### src/rtl/fl_vadd_pkg.sv
// fl_vadd_pkg: shared state encoding and default widths for the fl_vadd job sequencer
package fl_vadd_pkg;
    localparam int LEN_W_DEF  = 16;
    localparam int DATA_W_DEF = 32;
    typedef enum logic [1:0] {IDLE, RUN, DRAIN, DONE} state_t;
endpackage

### src/rtl/fl_vadd_elem_cnt.sv
// fl_vadd_elem_cnt: element counter with clear, increment and limit compare; holds at the limit
module fl_vadd_elem_cnt
    import fl_vadd_pkg::*;
#(
    parameter int W = LEN_W_DEF
) (
    input  logic         clk,
    input  logic         rst_n,
    input  logic         clr,
    input  logic         inc,
    input  logic [W-1:0] limit,
    output logic [W-1:0] cnt,
    output logic         below
);
    assign below = cnt < limit;
    always_ff @(posedge clk or negedge rst_n) begin
        if (!rst_n) cnt <= '0;
        else if (clr) cnt <= '0;
        else if (inc && below) cnt <= cnt + W'(1);
    end
endmodule

### src/rtl/fl_vadd_seq.sv
// fl_vadd_seq: job sequencer gating x/y streams into fl_vadd and framing its results
module fl_vadd_seq
    import fl_vadd_pkg::*;
#(
    parameter int LEN_W  = LEN_W_DEF,
    parameter int DATA_W = DATA_W_DEF
) (
    input  logic              clk,
    input  logic              rst_n,
    input  logic [LEN_W-1:0]  cfg_len,
    input  logic              start,
    output logic              busy,
    output logic              done,
    output logic [LEN_W-1:0]  out_count,
    input  logic [DATA_W-1:0] s_x_data,
    input  logic              s_x_valid,
    output logic              s_x_ready,
    input  logic [DATA_W-1:0] s_y_data,
    input  logic              s_y_valid,
    output logic              s_y_ready,
    output logic [DATA_W-1:0] add_x_data,
    output logic              add_x_valid,
    input  logic              add_x_ready,
    output logic [DATA_W-1:0] add_y_data,
    output logic              add_y_valid,
    input  logic              add_y_ready,
    input  logic [DATA_W-1:0] add_out_data,
    input  logic              add_out_valid,
    output logic              add_out_ready,
    output logic [DATA_W-1:0] m_data,
    output logic              m_valid,
    input  logic              m_ready,
    output logic              m_last
);
    state_t           state, state_nx;
    logic [LEN_W-1:0] len_q, x_cnt, y_cnt, o_cnt;
    logic             x_below, y_below, o_below;
    logic             accept, run, coll, x_en, y_en, c_en;
    logic             x_hs, y_hs, o_hs, o_last, fin;

    assign accept = (state == IDLE) && start;

    always_ff @(posedge clk or negedge rst_n) begin
        if (!rst_n) begin
            state <= IDLE;
            len_q <= '0;
        end else begin
            state <= state_nx;
            if (accept) len_q <= cfg_len;
        end
    end

    always_comb begin
        state_nx = state;
        case (state)
            IDLE:    if (start) state_nx = (cfg_len != '0) ? RUN : DONE;
            RUN:     state_nx = fin ? DONE : ((x_cnt == len_q && y_cnt == len_q) ? DRAIN : RUN);
            DRAIN:   state_nx = fin ? DONE : DRAIN;
            DONE:    state_nx = IDLE;
            default: state_nx = IDLE;
        endcase
    end

    always_comb begin
        busy = state != IDLE;
        done = state == DONE;
        run  = state == RUN;
        coll = (state == RUN) || (state == DRAIN);
    end

    assign x_en        = run && x_below;
    assign add_x_valid = s_x_valid && x_en;
    assign s_x_ready   = add_x_ready && x_en;
    assign add_x_data  = s_x_data;
    assign x_hs        = add_x_valid && add_x_ready;

    assign y_en        = run && y_below;
    assign add_y_valid = s_y_valid && y_en;
    assign s_y_ready   = add_y_ready && y_en;
    assign add_y_data  = s_y_data;
    assign y_hs        = add_y_valid && add_y_ready;

    assign c_en          = coll && o_below;
    assign m_valid       = add_out_valid && c_en;
    assign add_out_ready = m_ready && c_en;
    assign m_data        = add_out_data;
    assign o_last        = o_cnt == len_q - LEN_W'(1);
    assign m_last        = m_valid && o_last;
    assign o_hs          = m_valid && m_ready;
    assign fin           = o_hs && o_last;
    assign out_count     = o_cnt;

    fl_vadd_elem_cnt #(.W(LEN_W)) u_x_cnt (
        .clk(clk), .rst_n(rst_n), .clr(accept), .inc(x_hs), .limit(len_q), .cnt(x_cnt), .below(x_below)
    );
    fl_vadd_elem_cnt #(.W(LEN_W)) u_y_cnt (
        .clk(clk), .rst_n(rst_n), .clr(accept), .inc(y_hs), .limit(len_q), .cnt(y_cnt), .below(y_below)
    );
    fl_vadd_elem_cnt #(.W(LEN_W)) u_o_cnt (
        .clk(clk), .rst_n(rst_n), .clr(accept), .inc(o_hs), .limit(len_q), .cnt(o_cnt), .below(o_below)
    );
endmodule

### config.mk
export PLATFORM = sky130hd
export DESIGN_NAME = fl_vadd_seq
export DESIGN_NICKNAME = d
export VERILOG_FILES = /design/src/rtl/fl_vadd_pkg.sv /design/src/rtl/fl_vadd_elem_cnt.sv /design/src/rtl/fl_vadd_seq.sv
export SDC_FILE = /design/constraint.sdc
export NUM_CORES = 1
export LEC_CHECK = 0
export ABC_AREA = 1
export BUFFER_PORTS_ARGS = -buffer_cell sky130_fd_sc_hd__buf_4
export CAP_MARGIN = 20
export CELL_PAD_IN_SITES_DETAIL_PLACEMENT = 1
export CELL_PAD_IN_SITES_GLOBAL_PLACEMENT = 1
export CORE_MARGIN = 2
export CORE_UTILIZATION = 39
export CTS_CLUSTER_SIZE = 12
export DETAILED_ROUTE_END_ITERATION = 6
export PLACE_DENSITY_LB_ADDON = 0.2
export SYNTH_ARGS = -nofsm -noshare
export SYNTH_HDL_FRONTEND = slang
export SYNTH_HIERARCHICAL = 1
export SYNTH_SLANG_ARGS = --single-unit
### constraint.sdc
create_clock -name clk -period 6.45 [get_ports clk]
set_input_delay 0.645 -clock clk [delete_from_list [all_inputs] [get_ports clk]]
set_output_delay 0.645 -clock clk [all_outputs]
set_load 0.01 [all_outputs]
-- Yosys cells after proc, flatten, opt, wreduce, memory -nomap -nowiden
Cells that the tools add are included.
- add/subtract/negate cells: 4
- reductions and logical operators: 26
- multiplexer cells: 12
- equal/unequal tests: 7
- magnitude comparators: 3
- operators by type and width (kind ; count):
    2-to-1 mux 16 bit ; 6
    adder 16 x 1 -> 16 bit, second input constant ; 3
    == test 16 bit ; 3
    < comparator 16 bit ; 3
    logical AND 1 bit ; 19
    nonzero test 16 bit ; 1
    subtractor 16 x 1 -> 16 bit, second input constant ; 1
    2-to-1 mux 2 bit ; 4
    case mux 2 bit (4 select lines) ; 1
    nonzero test 2 bit ; 4
    == test 2 bit, second input constant ; 2
    == test 2 x 1 -> 1 bit, second input constant ; 1
    logical NOT 2 bit ; 1
    inequality test 2 bit, second input constant ; 1
    logical OR 1 bit ; 1
    2-to-1 mux 1 bit ; 1
- bits of input ports: 121
- output and inout bits: 121
- register bits: 66
- word-level logic and storage cells: 57

-- Logic depth before layout (Yosys ltp)
Gate-level depths: netlist (run 1).
- depth in word-level cells: 8
- mapped depth: 22
- mapped depth without buffers: 22

-- By module
The synthesis (run 1) kept the hierarchy.
- by module, submodules not included (module ; instances ; cells an instance ; area an instance (um^2) ; sequential area each (um^2)):
    fl_vadd_elem_cnt (u_o_cnt ...) ; 2 ; 215 ; 1552.7 ; 400.4
    fl_vadd_seq ; 1 ; 414 ; 2842.7 ; 450.4
    fl_vadd_elem_cnt (u_x_cnt) ; 1 ; 212 ; 1441.4 ; 400.4

-- Worst setup path before layout (run 1)
No wires, ideal clock.
- path type: register to output
- start: register len_q[15]
- end: output m_last
- required time: 5.805 ns
- buffers on the path: 0
- setup slack: 3.368 ns
- stages on the path, launching flop included: 15
- data arrival time: 2.437 ns
- path through: dfrtp_1 -> inv_1 -> ha_1 -> a21oi_1 -> o21ai_0 -> nor2_2 -> and2_2 -> nand2_1 -> nor2_1 -> nand2_1 -> nor2_1 -> nand2_1 -> nor2_1 -> nand3_2 -> nor4_1
- word-level cells in the longest chain between the ends: 4
- elaborated cells on any way between the ends: 6
- classes of those cells: add/sub (1); order compare (1); eq/ne (1); reduce/logical (3)
- ends and longest elaborated chain (item ; RTL line ; RTL):
    start, declared ; fl_vadd_seq.sv:36 ; logic [LEN_W-1:0] len_q, x_cnt, y_cnt, o_cnt;
    start signal, assigned ; fl_vadd_seq.sv:49 ; if (accept) len_q <= cfg_len;
    < comparator 16 bit ; fl_vadd_elem_cnt.sv:15 ; assign below = cnt < limit;
    named net o_below ; fl_vadd_seq.sv:37 ; logic x_below, y_below, o_below;
    logical AND 1 bit ; fl_vadd_seq.sv:83 ; assign c_en = coll && o_below;
    logical AND 1 bit ; fl_vadd_seq.sv:84 ; assign m_valid = add_out_valid && c_en;
    named net m_valid ; fl_vadd_seq.sv:31 ; output logic m_valid,
    logical AND 1 bit ; fl_vadd_seq.sv:88 ; assign m_last = m_valid && o_last;
    end, declared ; fl_vadd_seq.sv:33 ; output logic m_last
The timed path passes the listed nets, and every way through them passes these cells.

-- Final worst setup path (run 1)
- start: register len_q[15]
- end: output m_last
- word-level cells in the longest chain between the ends: 4
- elaborated cells on any way between the ends: 6
- classes of those cells: add/sub (1); order compare (1); eq/ne (1); reduce/logical (3)
- ends and longest elaborated chain (item ; RTL line):
    < comparator 16 bit ; fl_vadd_elem_cnt.sv:15
    named net o_below ; fl_vadd_seq.sv:37
    logical AND 1 bit ; fl_vadd_seq.sv:83
    logical AND 1 bit ; fl_vadd_seq.sv:84
    logical AND 1 bit ; fl_vadd_seq.sv:88
The timed path passes the listed nets, and every way through them passes these cells.

==> results.sh, run 1 <==
export IMPL_insertion_delay_ps=340
export IMPL_worstPathMaxFanout=8
export IMPL_grt_pass1_wl_um=33500
export IMPL_core_rowCount=50
export IMPL_tightest_slew_ps=948
export IMPL_drv_slew=0
export IMPL_status="complete, no violations"
export IMPL_synthFlopType="dfrtp_1"
export IMPL_antenna_found_initial=0
export IMPL_vias_per_cell=5.00
export IMPL_synth_edf_count=0
export IMPL_ctsRootBufferMaster="clkbuf_16"
export IMPL_maxCapViolations=0
export IMPL_cp_cell_sequence="inv_1 -> ha_1 -> a21oi_1 -> o21ai_0 -> nor2_2 -> and2_2 -> nand2_1 -> nor2_1 -> nand2_1 -> nor2_1 -> nand2_1 -> nor2_1 -> nand3_2 -> nor4_1 -> buf_4"
export IMPL_grt_pass1_vias=6556
export IMPL_use_met3_pct=3.58
export IMPL_path_buf_inv=2
export IMPL_crit_type="reg -> out"
export IMPL_place_gp_congestion=0.813
export IMPL_core_area_sq_mm=0.0186
export IMPL_critPathRequiredTime_ps=5800
export IMPL_netlist_area_sq_mm=0.00739
export IMPL_synthArstFlopShare_pct=100
export IMPL_synth_seq_cells=66
export IMPL_setup_viol=0
export IMPL_initial_core_util_pct=39.6
export IMPL_grt_use_met1_pct=25.9
export IMPL_grt_busiest_layer="met2"
export IMPL_whs_ps=448
export IMPL_synth_cell_types=41
export IMPL_dp_hpwl_um=15600
export IMPL_crit_family="simple AND/OR/NAND/NOR gates"
export IMPL_slowest_stage="dfrtp_1"
export IMPL_ant_nets=0
export IMPL_htree_levels=3
export IMPL_dp_cells=1217
export IMPL_ir_worst_vdd_uv=129
export IMPL_drtPass1Iterations=4
export IMPL_cts_path_max_buffers=2
export IMPL_io_pins=242
export IMPL_chipWidth_um=142
export IMPL_max_freq_mhz=266
export IMPL_finalPower_mw=2.50
export IMPL_cts_buffers=9
export IMPL_nets=1169
export IMPL_avgRoutedWirePerCell_um=16.4
export IMPL_portBuffers=49
export IMPL_powerDensity_mw_per_mm2=338
export IMPL_cts_num_sinks=66
export IMPL_syn_area_per_cell_sq_um=7.00
export IMPL_syn_inst=1056
export IMPL_die_height_um=142
export IMPL_finalWirelength_um=20200
export IMPL_clk_pin_slew_ps=60
export IMPL_final_cell_mix="220 x nand2_1, 140 x inv_1, 84 x nor2_1"
export IMPL_synth_seq_area_share_pct=22.4
export IMPL_power_leakage_nw=3.84
export IMPL_layout_cells_non_filler=1233
export IMPL_cts_setup_buffers=0
export IMPL_rsz0062_at_grt="false"
export IMPL_finalHoldViolCount=0
export IMPL_vias=6165
export IMPL_cp_startpoint="len_q[15]"
export IMPL_synth_fp_nets=1231
export IMPL_start_kind="flop"
export IMPL_post_cts_resized=0
export IMPL_final_util_pct=39.7
export IMPL_cpPeakStageDelay_ps=540
export IMPL_cts_tree="built"
export IMPL_grt_start_max_net_pins=67
export IMPL_n_antenna_cell=0
export IMPL_hold_path_class="in -> async"
export IMPL_grt_usage_pct=21.2
export IMPL_initialDrtViolationCount=207
export IMPL_drive_gt1_share_pct=17.8
export IMPL_area_growth_syn_to_layout_pct=0.203
export IMPL_grtUsageMet2_pct=38.2
export IMPL_arrival_ps=3120
export IMPL_cp_end_kind="output pin"
export IMPL_grt_remaining_overflow=0
export IMPL_layout_commonest_cell="nand2_1"
export IMPL_yosys_warnings=6
export IMPL_fin_skew_ps=10.2
export IMPL_drc=0
export IMPL_maxSlewHeadroom_pct=36.8
export IMPL_rr_startpoint="len_q[9]"
export IMPL_cts_hold_buf=0
export IMPL_fin_crit_sh_pct=58.3
export IMPL_period_minus_slack_ps=3760
export IMPL_die_area_sq_mm=0.0201
export IMPL_setup_tns_final_ps=0
## logic make-up after synthesis
logic type | Yosys count | synth area share [%]
AND/OR/NAND/NOR | 528 | 35.3
flip-flops | 66 | 22.4
XOR/XNOR | 69 | 8.18
buffers and inverters | 274 | 20.3
adder cells (fa/ha/maj) | 54 | 9.14
AO/OA/AOI/OAI | 65 | 4.77
## final timing paths
check | end | slack, ps | cells past startpoint
min | u_x_cnt/cnt[0] | 450 | 1
min in group clk | len_q[3] | 550 | 3
min reg2reg | state[1] | 620 | 2
max reg2reg | u_x_cnt/cnt[7] | 3300 | 14
max | m_last | 2690 | 15
max in group asynchronous | len_q[5] | 5390 | 1
## report_power, final
group	total, mW	internal, mW	switching, mW
logic	1.28	0.491	0.789
clock network	0.469	0.269	0.201
registers	0.752	0.498	0.254
## flip-flops by register name, indices dropped and copies added (netlist names)
name	count
u_x_cnt/cnt	16
len_q	16
u_o_cnt/cnt	16
u_y_cnt/cnt	16
state	2
## layout make-up
cell class,instances,area (sq um)
fill,2409,11200
multi-input combinational,716,4240
sequential,66,1650
inverter,150,563
timing repair buffer,51,383
tap,234,293
clock buffer,11,243
clock inverter,5,30.0
## synthesized netlist by cell type, types with 3 or more instances
master | n | area (sq um)
nand3_1 | 75 | 375
o21ai_0 | 25 | 125
a21oi_2 | 3 | 26.3
buf_2 | 9 | 45.0
nand2_1 | 220 | 826
nor2_4 | 7 | 78.8
nor3_2 | 5 | 50.1
nor3b_1 | 5 | 37.5
xnor2_1 | 29 | 254
nand2_2 | 46 | 288
nand2_4 | 5 | 56.3
xor2_1 | 40 | 350
or2_2 | 5 | 31.3
buf_6 | 6 | 67.6
ha_1 | 54 | 676
nor4_1 | 5 | 31.3
nand4_1 | 15 | 93.8
o21ai_1 | 4 | 20.0
nor3_1 | 24 | 120
nor2_1 | 84 | 315
nand3_4 | 4 | 70.1
inv_2 | 9 | 33.8
a21oi_1 | 28 | 140
clkbuf_1 | 6 | 22.5
dfrtp_1 | 66 | 1650
inv_1 | 140 | 526
nor2_2 | 15 | 93.8
buf_4 | 99 | 743
nand3_2 | 6 | 60.1
## stage by stage
step	setup slack (ps)	area (sq um)
CTS	2670	7400
detailed placement	3040	7130
finish	2690	7400
floorplan	3370	7390
global route	2340	7400
global placement	3080	7130
## per-layer routing
metal / wire, um / part of all wire [%]
met1: 9040 / 45
met2: 10200 / 50
met3: 584 / 2.9
met4: 391 / 1.9
met5: 0 / 0
(Power assumes the default switching activity.)
==> inputs of run 2 (changes only) <==
--- a/config.mk
+++ b/config.mk
@@ -5,13 +5,13 @@
 export SDC_FILE = /design/constraint.sdc
 export NUM_CORES = 1
 export LEC_CHECK = 0
-export ABC_AREA = 1
+export ABC_AREA = 0
 export BUFFER_PORTS_ARGS = -buffer_cell sky130_fd_sc_hd__buf_4
 export CAP_MARGIN = 20
 export CELL_PAD_IN_SITES_DETAIL_PLACEMENT = 1
 export CELL_PAD_IN_SITES_GLOBAL_PLACEMENT = 1
 export CORE_MARGIN = 2
-export CORE_UTILIZATION = 39
+export CORE_UTILIZATION = 33
 export CTS_CLUSTER_SIZE = 12
 export DETAILED_ROUTE_END_ITERATION = 6
 export PLACE_DENSITY_LB_ADDON = 0.2
==> constraint.sdc (replaced) <==
create_clock -name clk -period 3.2 [get_ports clk]
set_input_delay 0.32 -clock clk [delete_from_list [all_inputs] [get_ports clk]]
set_output_delay 0.32 -clock clk [all_outputs]
set_load 0.01 [all_outputs]
==> run 2 against run 1 <==
  * The run now ends with setup timing left
  * Clock-buffer cell count is 2 lower
  * Cell count decreased by 12%
  * Hold slack got worse by 340 ps
  * First-iteration DRC count increased by 67%
==> results.sh, run 2 <==
export IMPL_core_rowCount=50
export IMPL_synth_cell_types=67
export IMPL_critPathRequiredTime_ps=3470
export IMPL_synth_area_leaders="dfrtp_1 26%, buf_4 12%, ha_1 11%, inv_1 3.4%, a21oi_1 3.1%"
export IMPL_maxCapViolations=0
export IMPL_slowest_stage="or3_4"
export IMPL_status="complete, but fails checks"
export IMPL_syn_inst=739
export IMPL_cts_path_max_buffers=2
export IMPL_ir_worst_vdd_uv=321
export IMPL_dp_cells=1042
export IMPL_stdcell_area_sq_mm=0.00816
export IMPL_initialDrtViolationCount=345
export IMPL_synth_seq_cells=66
export IMPL_drive_gt1_share_pct=40.8
export IMPL_die_height_um=143
export IMPL_synth_top_cell_by_area="dfrtp_1"
export IMPL_crit_type="reg -> reg"
export IMPL_ant_nets=0
export IMPL_clk_pin_slew_ps=60
export IMPL_netlist_area_sq_mm=0.00637
export IMPL_rr_startpoint="len_q[2]"
export IMPL_chipWidth_um=143
export IMPL_cp_cell_sequence="buf_6 -> inv_4 -> ha_4 -> a211oi_2 -> o21ai_2 -> a211oi_4 -> nor2_2 -> nor4_2 -> and3_4 -> buf_4 -> buf_6 -> and2_4 -> nor4b_4 -> buf_4 -> buf_6 -> o2111ai_4 -> or3_4 -> a21oi_2"
export IMPL_drc=0
export IMPL_grt_usage_pct=22.0
export IMPL_yosys_top_cells_count="100 x buf_4, 66 x dfrtp_1, 58 x inv_1"
export IMPL_grt_pass1_wl_um=34200
export IMPL_setup_tns_final_ps=-4640
export IMPL_layout_setup_ws_ps=-353
export IMPL_synth_fp_nets=914
export IMPL_cpPeakStageDelay_ps=420
export IMPL_worstPathMaxFanout=4
export IMPL_drtPass1Iterations=4
export IMPL_initial_core_util_pct=33.8
export IMPL_finalHoldViolCount=0
export IMPL_io_pins=242
export IMPL_arrival_ps=3830
export IMPL_grt_pass1_vias=6133
export IMPL_final_cell_mix="170 x buf_4, 59 x dfrtp_1, 55 x inv_1"
export IMPL_synth_seq_area_share_pct=25.9
export IMPL_syn_area_per_cell_sq_um=8.62
export IMPL_start_kind="flop"
export IMPL_cp_end_kind="flop"
export IMPL_synth_most_common_cell="buf_4"
export IMPL_grt_start_max_net_pins=67
export IMPL_area_growth_syn_to_layout_pct=28.1
export IMPL_synthFlopType="dfrtp_1"
export IMPL_violations="setup timing"
export IMPL_rrSetupSlack_ps=-350
export IMPL_fin_skew_ps=6.66
export IMPL_synthArstFlopShare_pct=100
export IMPL_cts_buffers=9
export IMPL_nets=998
export IMPL_placed_cell_area_sq_mm=0.00707
export IMPL_n_antenna_cell=0
export IMPL_portBuffers=49
export IMPL_period_minus_slack_ps=3550
export IMPL_core_area_sq_mm=0.0188
export IMPL_cts_tree="built"
export IMPL_pre_cts_slack_ps=-477
export IMPL_cp_startpoint="len_q[2]"
export IMPL_yosysTopAreaCellShare_pct=25.9
export IMPL_path_common_cell="buf_6"
export IMPL_tightest_slew_ps=922
export IMPL_ctsRootBufferMaster="clkbuf_16"
export IMPL_antenna_found_initial=1
export IMPL_insertion_delay_ps=350
export IMPL_fin_crit_sh_pct=111
export IMPL_synth_edf_count=0
export IMPL_place_gp_congestion=0.852
export IMPL_vias=5789
export IMPL_max_freq_mhz=281
export IMPL_htree_levels=3
export IMPL_vias_per_cell=5.32
export IMPL_finalWirelength_um=22200
export IMPL_hold_path_class="in -> async"
export IMPL_setup_viol=30
export IMPL_drv_slew=0
export IMPL_layout_commonest_cell="buf_4"
export IMPL_dp_hpwl_um=16800
export IMPL_final_util_pct=43.3
export IMPL_maxSlewHeadroom_pct=38.5
export IMPL_layout_cells_non_filler=1088
export IMPL_whs_ps=112
export IMPL_power_leakage_nw=3.73
export IMPL_rsz0062_at_grt="true"
export IMPL_die_area_sq_mm=0.0204
export IMPL_cts_num_sinks=66
export IMPL_grt_remaining_overflow=0
export IMPL_avgRoutedWirePerCell_um=20.4
export IMPL_yosys_warnings=6
export IMPL_finalPower_mw=5.63
export IMPL_powerDensity_mw_per_mm2=690
run 2: cell count changes after synthesis, moves of 32 or more:
cell | previous run | this run
inv_1 | 140 | 58
and3_1 | 0 | 32
nand2_1 | 220 | 43
nand3_1 | 75 | 22
nor2_1 | 84 | 37
nand2_2 | 46 | 0
run 2: cells by family after synthesis:
kind of cell | count (synthesis) | share of synthesized area [%]
AO/OA/AOI/OAI | 150 | 16.9
XOR/XNOR | 32 | 4.40
adder cells (fa/ha/maj) | 54 | 10.6
buffers and inverters | 174 | 16.8
flip-flops | 66 | 25.9
multiplexers | 17 | 2.93
AND/OR/NAND/NOR | 246 | 22.5
run 2: critical path: cells and delay by family, from the launching register on:
kind            cells  cell delay, ps
compound gates      5             910
fa+ha+maj           1             190
buf+inv             6             680
flops               1             390
simple gates        6            1310
run 2: metal layers:
layer	wire (um)	vias to the layer above	GRT usage (%)
met5	0	-	0
met3	1210	93	3.32
li1	-	2716	-
met4	1070	0	11.5
met1	9800	2842	29.4
met2	10100	138	34.3
run 2: power breakdown:
group / switching (mW) / internal (mW) / total [mW]
clock network: 0.413 / 0.761 / 1.17
registers: 0.231 / 1.00 / 1.23
logic: 1.73 / 1.50 / 3.23
run 2: timing repair:
item | in CTS | in global routing
resized for setup | 62 | 61
hold buffers | 0 | 0
pin swaps | 50 | 24
setup endpoints to repair | 48 | 51
buffers inserted | 24 | 9
run 2: cell type report:
cell class,instances,area (sq um)
Clock buffer,9,225
Clock inverter,7,118
Fill cell,2183,10700
Inverter,58,225
Multi-Input combinational cell,499,4120
Sequential cell,66,1660
Tap cell,260,325
Timing Repair Buffer,189,1490
run 2: worst paths after layout:
kind / cells after the start / to
worst max-delay path: 18 / u_o_cnt/cnt[12]
worst min-delay path: 1 / u_o_cnt/cnt[0]
worst max register to register: 18 / u_o_cnt/cnt[12]
worst min register to register: 1 / len_q[3]
max in group asynchronous: 1 / len_q[13]
min in group clk: 3 / len_q[0]
==> inputs of run 3 (changes only) <==
--- a/config.mk
+++ b/config.mk
@@ -8,10 +8,8 @@
 export ABC_AREA = 0
 export BUFFER_PORTS_ARGS = -buffer_cell sky130_fd_sc_hd__buf_4
 export CAP_MARGIN = 20
-export CELL_PAD_IN_SITES_DETAIL_PLACEMENT = 1
-export CELL_PAD_IN_SITES_GLOBAL_PLACEMENT = 1
 export CORE_MARGIN = 2
-export CORE_UTILIZATION = 33
+export CORE_UTILIZATION = 46
 export CTS_CLUSTER_SIZE = 12
 export DETAILED_ROUTE_END_ITERATION = 6
 export PLACE_DENSITY_LB_ADDON = 0.2
==> run 3 against run 2 <==
  * The flow still finishes with violations (setup timing)
  * Combinational power decreased by 12%
  * First-iteration DRC count is 19% higher
  * Cell count down 10%
  * Die area decreased by 28%
  * Sequential cell count stayed put
  * Clock-buffer cell count increased by 5
  * Via count decreased by 2.7%
  * Sequential share of layout area is 1.5 points higher
  * Critical path type is now reg -> out
  * Critical endpoint is now m_last
  * Largest power group unchanged
==> results.sh, run 3 (synthesis results as in run 2) <==
export IMPL_layout_commonest_cell="buf_4"
export IMPL_rr_startpoint="len_q[2]"
export IMPL_grt_usage_pct=25.4
export IMPL_cts_tree="built"
export IMPL_start_kind="flop"
export IMPL_area_growth_syn_to_layout_pct=19.2
export IMPL_hold_path_class="in -> async"
export IMPL_r2r_end="state[1]"
export IMPL_finalWirelength_um=19300
export IMPL_crit_type="reg -> out"
export IMPL_cts_hold_buf=0
export IMPL_io_pins=242
export IMPL_power_leakage_nw=3.51
export IMPL_core_rowCount=43
export IMPL_avgRoutedWirePerCell_um=19.8
export IMPL_portBuffers=49
export IMPL_period_minus_slack_ps=3380
export IMPL_ant_nets=0
export IMPL_tightest_slew_ps=898
export IMPL_fin_crit_sh_pct=106
export IMPL_drc=0
export IMPL_antenna_found_initial=0
export IMPL_maxSlewHeadroom_pct=40.2
export IMPL_vias_per_cell=5.78
export IMPL_violations="setup timing"
export IMPL_grt_pass1_vias=5250
export IMPL_seq_power_share_pct=24.8
export IMPL_maxCapViolations=0
export IMPL_fin_skew_ps=5.09
export IMPL_clk_pin_slew_ps=60
export IMPL_initialDrtViolationCount=412
export IMPL_n_antenna_cell=0
export IMPL_drv_slew=0
export IMPL_worstPathMaxFanout=2
export IMPL_p_comb_share_pct=55.3
export IMPL_drive_gt1_share_pct=34.4
export IMPL_layout_cells_non_filler=974
export IMPL_initial_core_util_pct=46.4
export IMPL_rsz0062_at_grt="true"
export IMPL_ir_worst_vdd_uv=325
export IMPL_ctsRootBufferMaster="clkbuf_16"
export IMPL_grt_pass1_wl_um=28900
export IMPL_setup_viol=12
export IMPL_insertion_delay_ps=330
export IMPL_r2r_cells=19
export IMPL_chipWidth_um=122
export IMPL_cp_end_kind="output pin"
export IMPL_max_freq_mhz=296
export IMPL_p_clk_share_pct=19.9
export IMPL_cts_buffers=9
export IMPL_placed_cell_area_sq_mm=0.00678
export IMPL_dp_cells=937
export IMPL_switching_share_pct=42.2
export IMPL_layout_setup_ws_ps=-184
export IMPL_final_util_pct=55.4
export IMPL_vias=5632
export IMPL_status="complete, but fails checks"
export IMPL_drtPass1Iterations=5
export IMPL_die_height_um=122
export IMPL_arrival_ps=3060
export IMPL_p_int_mw=2.97
export IMPL_rrSetupSlack_ps=-160
export IMPL_htree_levels=3
export IMPL_die_area_sq_mm=0.0148
export IMPL_nets=964
export IMPL_powerDensity_mw_per_mm2=677
export IMPL_final_cell_mix="142 x buf_4, 60 x dfrtp_1, 55 x inv_1"
export IMPL_cts_path_max_buffers=2
export IMPL_grt_remaining_overflow=0
export IMPL_finalPower_mw=5.14
export IMPL_power_switching_mw=2.17
export IMPL_dp_hpwl_um=14800
export IMPL_critPathRequiredTime_ps=2880
export IMPL_grt_start_max_net_pins=67
export IMPL_whs_ps=116
export IMPL_finalHoldViolCount=0
export IMPL_place_gp_congestion=0.958
export IMPL_cts_num_sinks=66
export IMPL_core_area_sq_mm=0.0137
export IMPL_stdcell_area_sq_mm=0.00759
==> run 3: cell type report <==
| cell class | count | area [sq um] |
|---|---|---|
| multi-input cells | 499 | 3970 |
| clock inverters | 2 | 35.0 |
| clock buffers | 14 | 264 |
| well taps | 180 | 225 |
| flip-flops and latches | 66 | 1660 |
| inverters | 58 | 225 |
| fillers | 1256 | 6120 |
| repair buffers | 155 | 1210 |
==> run 3: how the worst max path moves through the flow <==
| stage | end | cells after the start | startpoint |
|---|---|---|---|
| after floorplan | u_o_cnt/cnt[13] | 13 | len_q[7] |
| after global placement | m_last | 14 | len_q[2] |
| after detailed placement | u_o_cnt/cnt[2] | 15 | len_q[2] |
| after CTS | m_last | 14 | len_q[2] |
| after global routing | state[1] | 19 | len_q[2] |
| final | m_last | 14 | len_q[2] |
==> run 3: stage by stage <==
step / setup WS (ps) / setup TNS [ps]
after floorplan: 10.5 / 0
after global placement: -91.1 / -571
after detailed placement: -206 / -2120
after CTS: -255 / -1090
after global routing: -427 / -9150
final: -184 / -757
==> run 3: layer usage <==
layer  global-route usage (%)  up-vias  share of wire, %
li1                         -     2652                 -
met1                     34.5     2691                43
met2                     39.7      246                46
met3                     7.26       43               9.3
met4                     6.68        0               2.1
met5                        0        -                 0
==> run 3: timing repair <==
item / in CTS / in global routing
gates cloned: 0 / 0
endpoints found under the setup margin: 25 / 52
gates resized for setup: 30 / 50
pin swaps: 33 / 31
setup buffers: 15 / 7
==> run 3: power by group through the flow <==
stage	logic, mW	registers, mW	clock network, mW
2_1_floorplan	1.81	1.22	0
6_report	2.85	1.27	1.02
3_5_place_dp	2.53	1.29	0
4_1_cts	2.74	1.27	1.04
3_3_place_gp	2.46	1.28	0
5_1_grt	3.13	1.30	1.08
==> run 3: critical path: stages, from the launching register on <==
cell and delay [ps]:
dfrtp_1 390, buf_6 130, inv_4 40, ha_4 190, a211oi_2 230, o21ai_2 100
a211oi_4 250, nor2_2 80, nor4_2 140, and3_1 240, nand3_1 100, a211oi_2 260
nand4_1 150, nor4_2 250, buf_4 190
